## config.mk

```make
export PLATFORM = sky130hd
export DESIGN_NAME = bus_oe_arbiter
export DESIGN_NICKNAME = d
export VERILOG_FILES = /design/src/rtl/bus_oe_arb_pkg.sv /design/src/rtl/rr_picker.sv /design/src/rtl/bus_oe_arbiter.sv
export SDC_FILE = /design/constraint.sdc
export NUM_CORES = 1
export LEC_CHECK = 0
export ABC_AREA = 1
export CAP_MARGIN = 20
export CORE_MARGIN = 3
export CORE_UTILIZATION = 52
export CTS_CLUSTER_DIAMETER = 120
export DETAILED_ROUTE_END_ITERATION = 8
export GPL_TIMING_DRIVEN = 0
export HOLD_SLACK_MARGIN = 0.15
export PLACE_DENSITY = 0.78
export SLEW_MARGIN = 15
export SYNTH_ARGS = -nofsm -noshare
export SYNTH_HDL_FRONTEND = slang
export SYNTH_SLANG_ARGS = --single-unit
```

## constraint.sdc

```tcl
create_clock -name clk -period 2.1 [get_ports clk]
set_clock_uncertainty 0.1 [all_clocks]
set_input_delay 0.21 -clock clk [delete_from_list [all_inputs] [get_ports clk]]
set_output_delay 0.21 -clock clk [all_outputs]
set_load 0.05 [all_outputs]
```

## src/rtl/bus_oe_arb_pkg.sv

```systemverilog
// Shared types and counter widths for the tri-state bus output-enable arbiter.
// Optional feature macro: BUS_OE_ARB_TIMEOUT_EN (grant hold-time limit).
package bus_oe_arb_pkg;

  typedef enum logic [1:0] {
    IDLE  = 2'd0,
    GRANT = 2'd1,
    TURN  = 2'd2
  } arb_state_t;

  // Turnaround gap is at most 15 cycles, hold limit at most 255 cycles.
  localparam int TURN_CNT_W = 4;
  localparam int HOLD_CNT_W = 8;

endpackage

```

## src/rtl/rr_picker.sv

```systemverilog
// Combinational round-robin picker: scans req upward from ptr with wrap and
// reports the first set bit.
module rr_picker #(
  parameter int N = 4
) (
  input  logic [N-1:0]         req,
  input  logic [$clog2(N)-1:0] ptr,
  output logic                 valid,
  output logic [$clog2(N)-1:0] winner
);

  localparam int IDX_W = $clog2(N);

  // (base + off) mod N, with base < N and off < N
  function automatic logic [IDX_W-1:0] wrap_add(input logic [IDX_W-1:0] base, input int off);
    int s;
    s = int'(base) + off;
    if (s >= N) s = s - N;
    return IDX_W'(s);
  endfunction

  // Scan from the farthest offset down so the nearest set bit to ptr wins.
  always_comb begin
    valid  = 1'b0;
    winner = '0;
    for (int o = N - 1; o >= 0; o--) begin
      if (req[wrap_add(ptr, o)]) begin
        valid  = 1'b1;
        winner = wrap_add(ptr, o);
      end
    end
  end

endmodule

```

## src/rtl/bus_oe_arbiter.sv

```systemverilog
// Round-robin owner of a shared tri-state bus. Drives a one-hot (or zero)
// output-enable vector and inserts an all-off turnaround gap between tenures.
// Optional feature macro: BUS_OE_ARB_TIMEOUT_EN limits a tenure to MAX_HOLD
// cycles and pulses preempt when a grant is cut short.
module bus_oe_arbiter
  import bus_oe_arb_pkg::*;
#(
  parameter int N          = 4,
  parameter int TURNAROUND = 2,
  parameter int MAX_HOLD   = 8
) (
  input  logic                 clk,
  input  logic                 reset,
  input  logic [N-1:0]         req,
  output logic [N-1:0]         grant,
  output logic [N-1:0]         oe,
  output logic [$clog2(N)-1:0] owner,
  output logic                 busy,
  output logic                 preempt
);

  localparam int IDX_W = $clog2(N);
  localparam logic [IDX_W-1:0]      LAST_IDX  = IDX_W'(N - 1);
  localparam logic [TURN_CNT_W-1:0] TURN_LOAD = TURN_CNT_W'(TURNAROUND - 1);

  // Reject illegal configurations at elaboration.
  if (N < 2 || N > 8) begin : g_bad_n
    $error("bus_oe_arbiter: N must be 2..8");
  end
  if (TURNAROUND < 1 || TURNAROUND > 15) begin : g_bad_turn
    $error("bus_oe_arbiter: TURNAROUND must be 1..15");
  end
  if (MAX_HOLD < 1 || MAX_HOLD > 255) begin : g_bad_hold
    $error("bus_oe_arbiter: MAX_HOLD must be 1..255");
  end

  arb_state_t            state_q, state_d;
  logic [IDX_W-1:0]      owner_q, owner_d;
  logic [IDX_W-1:0]      ptr_q, ptr_d;
  logic [TURN_CNT_W-1:0] turn_cnt_q, turn_cnt_d;
  logic [N-1:0]          grant_q, grant_d;
  logic                  busy_q, busy_d;
  logic                  preempt_q, preempt_d;
  logic                  leave_grant;
  logic                  pick_valid;
  logic [IDX_W-1:0]      pick_idx;

`ifdef BUS_OE_ARB_TIMEOUT_EN
  localparam logic [HOLD_CNT_W-1:0] HOLD_LIMIT = HOLD_CNT_W'(MAX_HOLD);
  logic [HOLD_CNT_W-1:0] hold_cnt_q, hold_cnt_d;
`endif

  rr_picker #(
    .N(N)
  ) u_picker (
    .req   (req),
    .ptr   (ptr_q),
    .valid (pick_valid),
    .winner(pick_idx)
  );

  // Next-state logic: IDLE -> GRANT -> TURN -> (GRANT | IDLE).
  always_comb begin
    state_d     = state_q;
    owner_d     = owner_q;
    ptr_d       = ptr_q;
    turn_cnt_d  = turn_cnt_q;
    preempt_d   = 1'b0;
    leave_grant = 1'b0;
`ifdef BUS_OE_ARB_TIMEOUT_EN
    hold_cnt_d  = hold_cnt_q;
`endif
    case (state_q)
      IDLE: begin
        if (pick_valid) begin
          state_d = GRANT;
          owner_d = pick_idx;
`ifdef BUS_OE_ARB_TIMEOUT_EN
          hold_cnt_d = HOLD_CNT_W'(1);
`endif
        end
      end
      GRANT: begin
        // A normal release takes priority over a simultaneous timeout.
        if (!req[owner_q]) begin
          leave_grant = 1'b1;
        end
`ifdef BUS_OE_ARB_TIMEOUT_EN
        else if (hold_cnt_q == HOLD_LIMIT) begin
          leave_grant = 1'b1;
          preempt_d   = 1'b1;
        end else begin
          hold_cnt_d = hold_cnt_q + 1'b1;
        end
`endif
        if (leave_grant) begin
          state_d    = TURN;
          owner_d    = '0;
          ptr_d      = (owner_q == LAST_IDX) ? '0 : owner_q + 1'b1;
          turn_cnt_d = TURN_LOAD;
        end
      end
      TURN: begin
        if (turn_cnt_q == '0) begin
          if (pick_valid) begin
            state_d = GRANT;
            owner_d = pick_idx;
`ifdef BUS_OE_ARB_TIMEOUT_EN
            hold_cnt_d = HOLD_CNT_W'(1);
`endif
          end else begin
            state_d = IDLE;
          end
        end else begin
          turn_cnt_d = turn_cnt_q - 1'b1;
        end
      end
      default: begin
        state_d = IDLE;
        owner_d = '0;
      end
    endcase
  end

  // One-hot enable for the next owner, zero outside GRANT.
  for (genvar gi = 0; gi < N; gi++) begin : g_onehot
    assign grant_d[gi] = (state_d == GRANT) && (owner_d == IDX_W'(gi));
  end

  assign busy_d = (state_d != IDLE);

  // State, counters and output registers.
  always_ff @(posedge clk) begin
    if (reset) begin
      state_q    <= IDLE;
      owner_q    <= '0;
      ptr_q      <= '0;
      turn_cnt_q <= '0;
      grant_q    <= '0;
      busy_q     <= 1'b0;
      preempt_q  <= 1'b0;
`ifdef BUS_OE_ARB_TIMEOUT_EN
      hold_cnt_q <= '0;
`endif
    end else begin
      state_q    <= state_d;
      owner_q    <= owner_d;
      ptr_q      <= ptr_d;
      turn_cnt_q <= turn_cnt_d;
      grant_q    <= grant_d;
      busy_q     <= busy_d;
      preempt_q  <= preempt_d;
`ifdef BUS_OE_ARB_TIMEOUT_EN
      hold_cnt_q <= hold_cnt_d;
`endif
    end
  end

  assign grant   = grant_q;
  assign oe      = grant_q;
  assign owner   = owner_q;
  assign busy    = busy_q;
  assign preempt = preempt_q;

endmodule

```

## Word level (Yosys, flattened, before mapping)

Cells that the tools add are included.

| storage, ports and cells | value |
|---|---|
| register bits | 15 |
| memories kept | 0 |
| bits in latches | 0 |
| output and inout bits | 12 |
| bits of input ports | 6 |
| ROM bits | 0 |
| memory bits (writable) | 0 |
| logic and storage cells | 81 |

| operators by class | value |
|---|---|
| div/mod/pow operators | 0 |
| equal/unequal tests | 9 |
| reductions and logical operators | 11 |
| multiplexer cells | 37 |
| multiply operators | 0 |
| add/subtract/negate cells | 9 |
| bitwise logic cells | 0 |
| shifts and indexed selects | 0 |
| $lt $le $gt $ge | 9 |

Operator list:

| kind | count |
|---|---|
| $mux W2 | 15 |
| $lt A2 B3 Y1 const B | 5 |
| $mux W1 | 12 |
| $pmux W2 S3 | 2 |
| $bmux W1 S2 | 5 |
| $ge A3 B3 Y1 const B | 3 |
| $eq A2 B2 Y1 const B | 4 |
| $mux W4 | 2 |
| $pmux W4 S2 | 1 |
| $sub A2 B1 Y2 const B | 4 |
| $add A2 B2 Y3 const B | 2 |
| $eq A2 B1 Y1 const B | 3 |
| $logic_and A1 B1 Y1 | 4 |
| $logic_not A2 Y1 | 2 |
| $logic_not A4 Y1 | 1 |
| $ne A2 B2 Y1 const B | 2 |
| $reduce_bool A2 Y1 | 2 |
| $sub A4 B1 Y4 const B | 1 |
| $add A2 B1 Y3 const B | 1 |
| $ge A2 B3 Y1 const B | 1 |
| $reduce_and A3 Y1 | 1 |
| $add A2 B1 Y2 const B | 1 |
| $reduce_and A2 Y1 | 1 |

## Longest topological paths before layout

| depth | value |
|---|---|
| depth in word-level cells | 14 |
| depth in mapped cells | 13 |
| mapped depth without buffers | 13 |

## Hierarchy

From an unflattened synthesis, not the netlist that was laid out.

| unflattened totals | value |
|---|---|
| cell total of the unflattened synthesis | 177 |
| area total of the unflattened synthesis | 1,123.6 sq um |

By module, submodules not included:

| module | sequential area each (sq um) | instances | area an instance (sq um) | cells each |
|---|---|---|---|---|
| bus_oe_arbiter | 300.3 | 1 | 910.9 | 131 |
| rr_picker | 0.0 | 1 | 212.7 | 46 |

## Worst setup path after synthesis

No wires, ideal clock.

| path | value |
|---|---|
| path type | flip-flop to flip-flop |
| start point | register owner_q[0], in the netlist owner[0] |
| end point | register grant_q[2], in the netlist grant[2] |
| arrival time | 1.603 ns |
| setup time | 0.113 ns |
| cell stages (with the launch flop) | 14 |
| period minus slack after synthesis | 1.815 ns |
| data required time | 1.887 ns |
| path buffers | 0 |
| slack | 0.285 ns |
| cell sequence | dfxtp_1 inv_1 nand2_1 nand3_1 nand2_1 nand2_1 nand2_1 inv_1 nand2_2 nand2_2 nand2_1 nand2_1 nand2_1 nor2_1 |

| on the way | value |
|---|---|
| cells in the longest elaborated chain, start to end | 8 |
| elaborated cells between the ends (all ways) | 13 |
| those cells by class | eq/ne: 2; mux: 10; reduce/logical: 1 |

Ends and longest elaborated chain:

| element | line | text |
|---|---|---|
| from (decl) | bus_oe_arbiter.sv:38 | `logic [IDX_W-1:0] owner_q, owner_d;` |
| from (signal assigned) | bus_oe_arbiter.sv:147 | `owner_q <= owner_d;` |
| $bmux W1 S2 | bus_oe_arbiter.sv:85 | `if (!req[owner_q]) begin` |
| $mux W1 (not written as such) | bus_oe_arbiter.sv:85 |  |
| $mux W1 | bus_oe_arbiter.sv:85 |  |
| $mux W1 | bus_oe_arbiter.sv:73 | `case (state_q)` |
| $mux W2 | bus_oe_arbiter.sv:96 | `if (leave_grant) begin` |
| $pmux W2 S3 | bus_oe_arbiter.sv:73 |  |
| $eq A2 B1 Y1 or $eq A2 B2 Y1 (tied branches) | bus_oe_arbiter.sv:127 | `assign grant_d[gi] = (state_d == GRANT) && (owner_d == IDX_W'(gi));` |
| $logic_and A1 B1 Y1 * | bus_oe_arbiter.sv:127 |  |
| to (signal assigned) | bus_oe_arbiter.sv:150 | `grant_q <= grant_d;` |
| to (decl) | bus_oe_arbiter.sv:41 | `logic [N-1:0] grant_q, grant_d;` |

Every way passes the cells marked *; elsewhere a longest branch is shown, timed or not. The select of a mux whose other input is x is not followed.
A chain may end at the register's enable or synchronous reset.

## Worst setup path in the final report

| path | value |
|---|---|
| start point | register owner_q[0], in the netlist owner[0] |
| end point | output owner[0] |

RTL lines:

| element | line | text |
|---|---|---|
| to (decl) | bus_oe_arbiter.sv:17 | `output logic [$clog2(N)-1:0] owner,` |

No word-level cell between the ends.

==> flow_summary.toml <==
[setup_path]
setup.worst_path.start = "owner[0]"
startpoint_type = "flip-flop"
worstPathArrival_ns = 1.67
crit_type = "flip-flop to primary output"
reg2reg_slack_ns = 0.27
crit_buf_inv = 1
ff2ff_path_depth = 12
crit_family = "buffers and inverters"
crit_end = "owner[0]"
reg2reg_from = "ptr_q[0]"
crit_cells = 1
r2r-end = "grant[2]"
cp_slowest_cell = "clkdlybuf4s50_1"
crit_fanout = 7
max_stage_delay_ns = 0.88
worstSetupEndpointType = "primary output"
required_ns = 1.79
path_cells = "clkdlybuf4s50_1"

[power_and_ir_drop]
power_density_mw_per_mm2 = 1550
p_leak_nw = 0.692
irDropWorstVdd_mv = 1.12

[clock_network]
cts.sinks = 15
ctsResizeCount = 0
cts_tree = "built"
clk_pin_slew_ns = 0.10
cts_buffers = 3
clk_latency_ns = 0.30
root_buffer = "clkbuf_4"
htreeDepth = 1
ctsHoldBuffers = 0
clockBufferDepth = 2
post_cts_buffers = 0

[sta]
worst_slack_ns = 0.122
finalHoldViolations = 0
final.period_utilization = 0.942
rsz0062_at_grt = "no"
slew_headroom = 0.654
tightest_slew_ns = 0.517
tns_ns = 0
drv_slew = 0
min_period_ns = 1.98
setup_viol = 0
timing.fmax_ghz = 0.506

[global_routing]
antenna_found_initial = 0
grt_pass1_vias = 1020
grt_use_total = 0.200
overflow = 0
grt_max_degree = 10
grt_pass1_wl_um = 4100

[layout]
drive_gt1_frac = 0.171
area.growth.synth_to_final_pct = 20.1
nNetsFinal = 201
n_fill_cell = 175
diodes = 0

[synthesis]
yosysMostFrequentCell = "nand2_1"
ys_ff_latch = 15
synthesis.instances = 167
ys.flop_type = "dfxtp_1"
ys_warn_count = 0
syn_area_mm2 = 0.00110
yosysSeqAreaShare = 0.272
synthTopCellsByArea = "dfxtp_1 27%, nand2_1 15%, inv_1 9.2%"
synth_edf_count = 0
avgSynthCellArea_um2 = 6.60
synthArstFlopShare = 0
ys_top_cells_by_count = "43 x nand2_1, 27 x inv_1, 15 x dfxtp_1, 13 x nand3_1"
synth.distinct_cells = 24
synth_top_area_cell = "dfxtp_1"
netlist.area_leader.share = 0.272
synth_nets = 180

[drt]
initialDrtViolationCount = 23
vias = 1085
wl_per_cell_um = 11.3
first_pass_iters = 4
antenna_left = 0
drt_wl_total_um = 2420
vias_per_cell = 5.07
route.detailed.drc = 0

[job]
max_cap_viol_count = 0

[floorplan]
initial_utilization = 0.556
core_area_mm2 = 0.00198
die_w_um = 52.0
io_pins = 18
die_y_um = 52.0
die_area_mm2 = 0.00271
num_rows = 16

[status]
outcome = "complete, no violations"

[placement]
post-dp-hpwl_um = 2000
dp_slack_ns = 0.118
port-buffer-count = 16
gp_congestion = 0.829

[min_path]
min_path_type = "flip-flop to flip-flop"
==> cell usage in the layout (no fill, tap or decap), types with 4 or more instances in the layout <==
master / Yosys / routed
a21oi_1: 4 / 4
nand3_2: 4 / 4
nor2_1: 11 / 11
o21ai_0: 7 / 7
dfxtp_1: 15 / 15
nand2_2: 11 / 11
nand4_1: 4 / 4
nand3_1: 13 / 13
buf_4: 5 / 5
ha_1: 7 / 7
nand2_1: 43 / 43
clkdlybuf4s50_1: 0 / 16
inv_1: 27 / 27
==> worst reg2reg max path, stage by stage, from the launching register on <==
cell and delay [ns]:
dfxtp_1 0.47, inv_2 0.15, nand2_2 0.10, nand3_1 0.13, nand2_2 0.17, nor2_8 0.06
nand2_2 0.08, nand2_1 0.06, nand2_1 0.08, nand3_2 0.12, nor2_2 0.12, nand2_1 0.08
nor2_1 0.09
==> kinds of logic after synthesis <==
kind of cell    synth area share
compound gates            0.0726
flops                      0.272
simple gates               0.439
buf+inv                    0.133
fa+ha+maj                 0.0795
other cells              0.00340
==> registers in the layout, indices dropped and copies added (netlist names) <==
name	count
owner	2
busy	1
turn_cnt_q	4
ptr_q	2
state_q	2
grant	4
==> layout make-up <==
class	count	area (µm²)	area share
buffer	5	37.5	0.0284
clock buffer	3	22.5	0.0170
clock inverter	1	5.00	0.00378
inverter	29	109	0.0822
multi-input combinational	118	656	0.495
sequential	15	300	0.227
tap	27	33.8	0.0255
timing repair buffer	16	160	0.121
==> metal layers <==
layer	track usage	routed length (µm)
met3	0.0229	108
met1	0.230	1040
met5	0	0
met2	0.360	1220
met4	0.0961	61
==> where the power goes <==
| group | internal [mW] | switching [mW] | leakage [nW] |
|---|---|---|---|
| clock | 0.0709 | 0.102 | 0.0177 |
| sequential | 0.390 | 0.0936 | 0.123 |
| combinational | 0.480 | 0.919 | 0.552 |
==> how the worst min path moves through the flow <==
stage	slack, ns	to	depth (start not counted)	start
after floorplan	0.18	turn_cnt_q[1]	1	reset
after global placement	0.35	turn_cnt_q[0]	1	turn_cnt_q[0]
after detailed placement	0.37	turn_cnt_q[0]	1	turn_cnt_q[0]
after CTS	0.39	turn_cnt_q[0]	1	turn_cnt_q[0]
after global routing	0.42	turn_cnt_q[0]	1	turn_cnt_q[0]
final	0.38	turn_cnt_q[0]	1	turn_cnt_q[0]
==> metrics by stage <==
step / util / power (mW) / instance area [µm²] / hold WS, ns / instances
2_1_floorplan: - / 1.56 / 1100 / 0.179 / 167
3_3_place_gp: 0.654 / 1.83 / 1300 / 0.348 / 210
3_5_place_dp: 0.654 / 1.89 / 1300 / 0.374 / 210
4_1_cts: 0.668 / 2.06 / 1320 / 0.388 / 214
5_1_grt: 0.668 / 2.25 / 1320 / 0.422 / 214
6_report: 0.668 / 2.06 / 1320 / 0.382 / 214
Power figures use the tool's default switching activity.
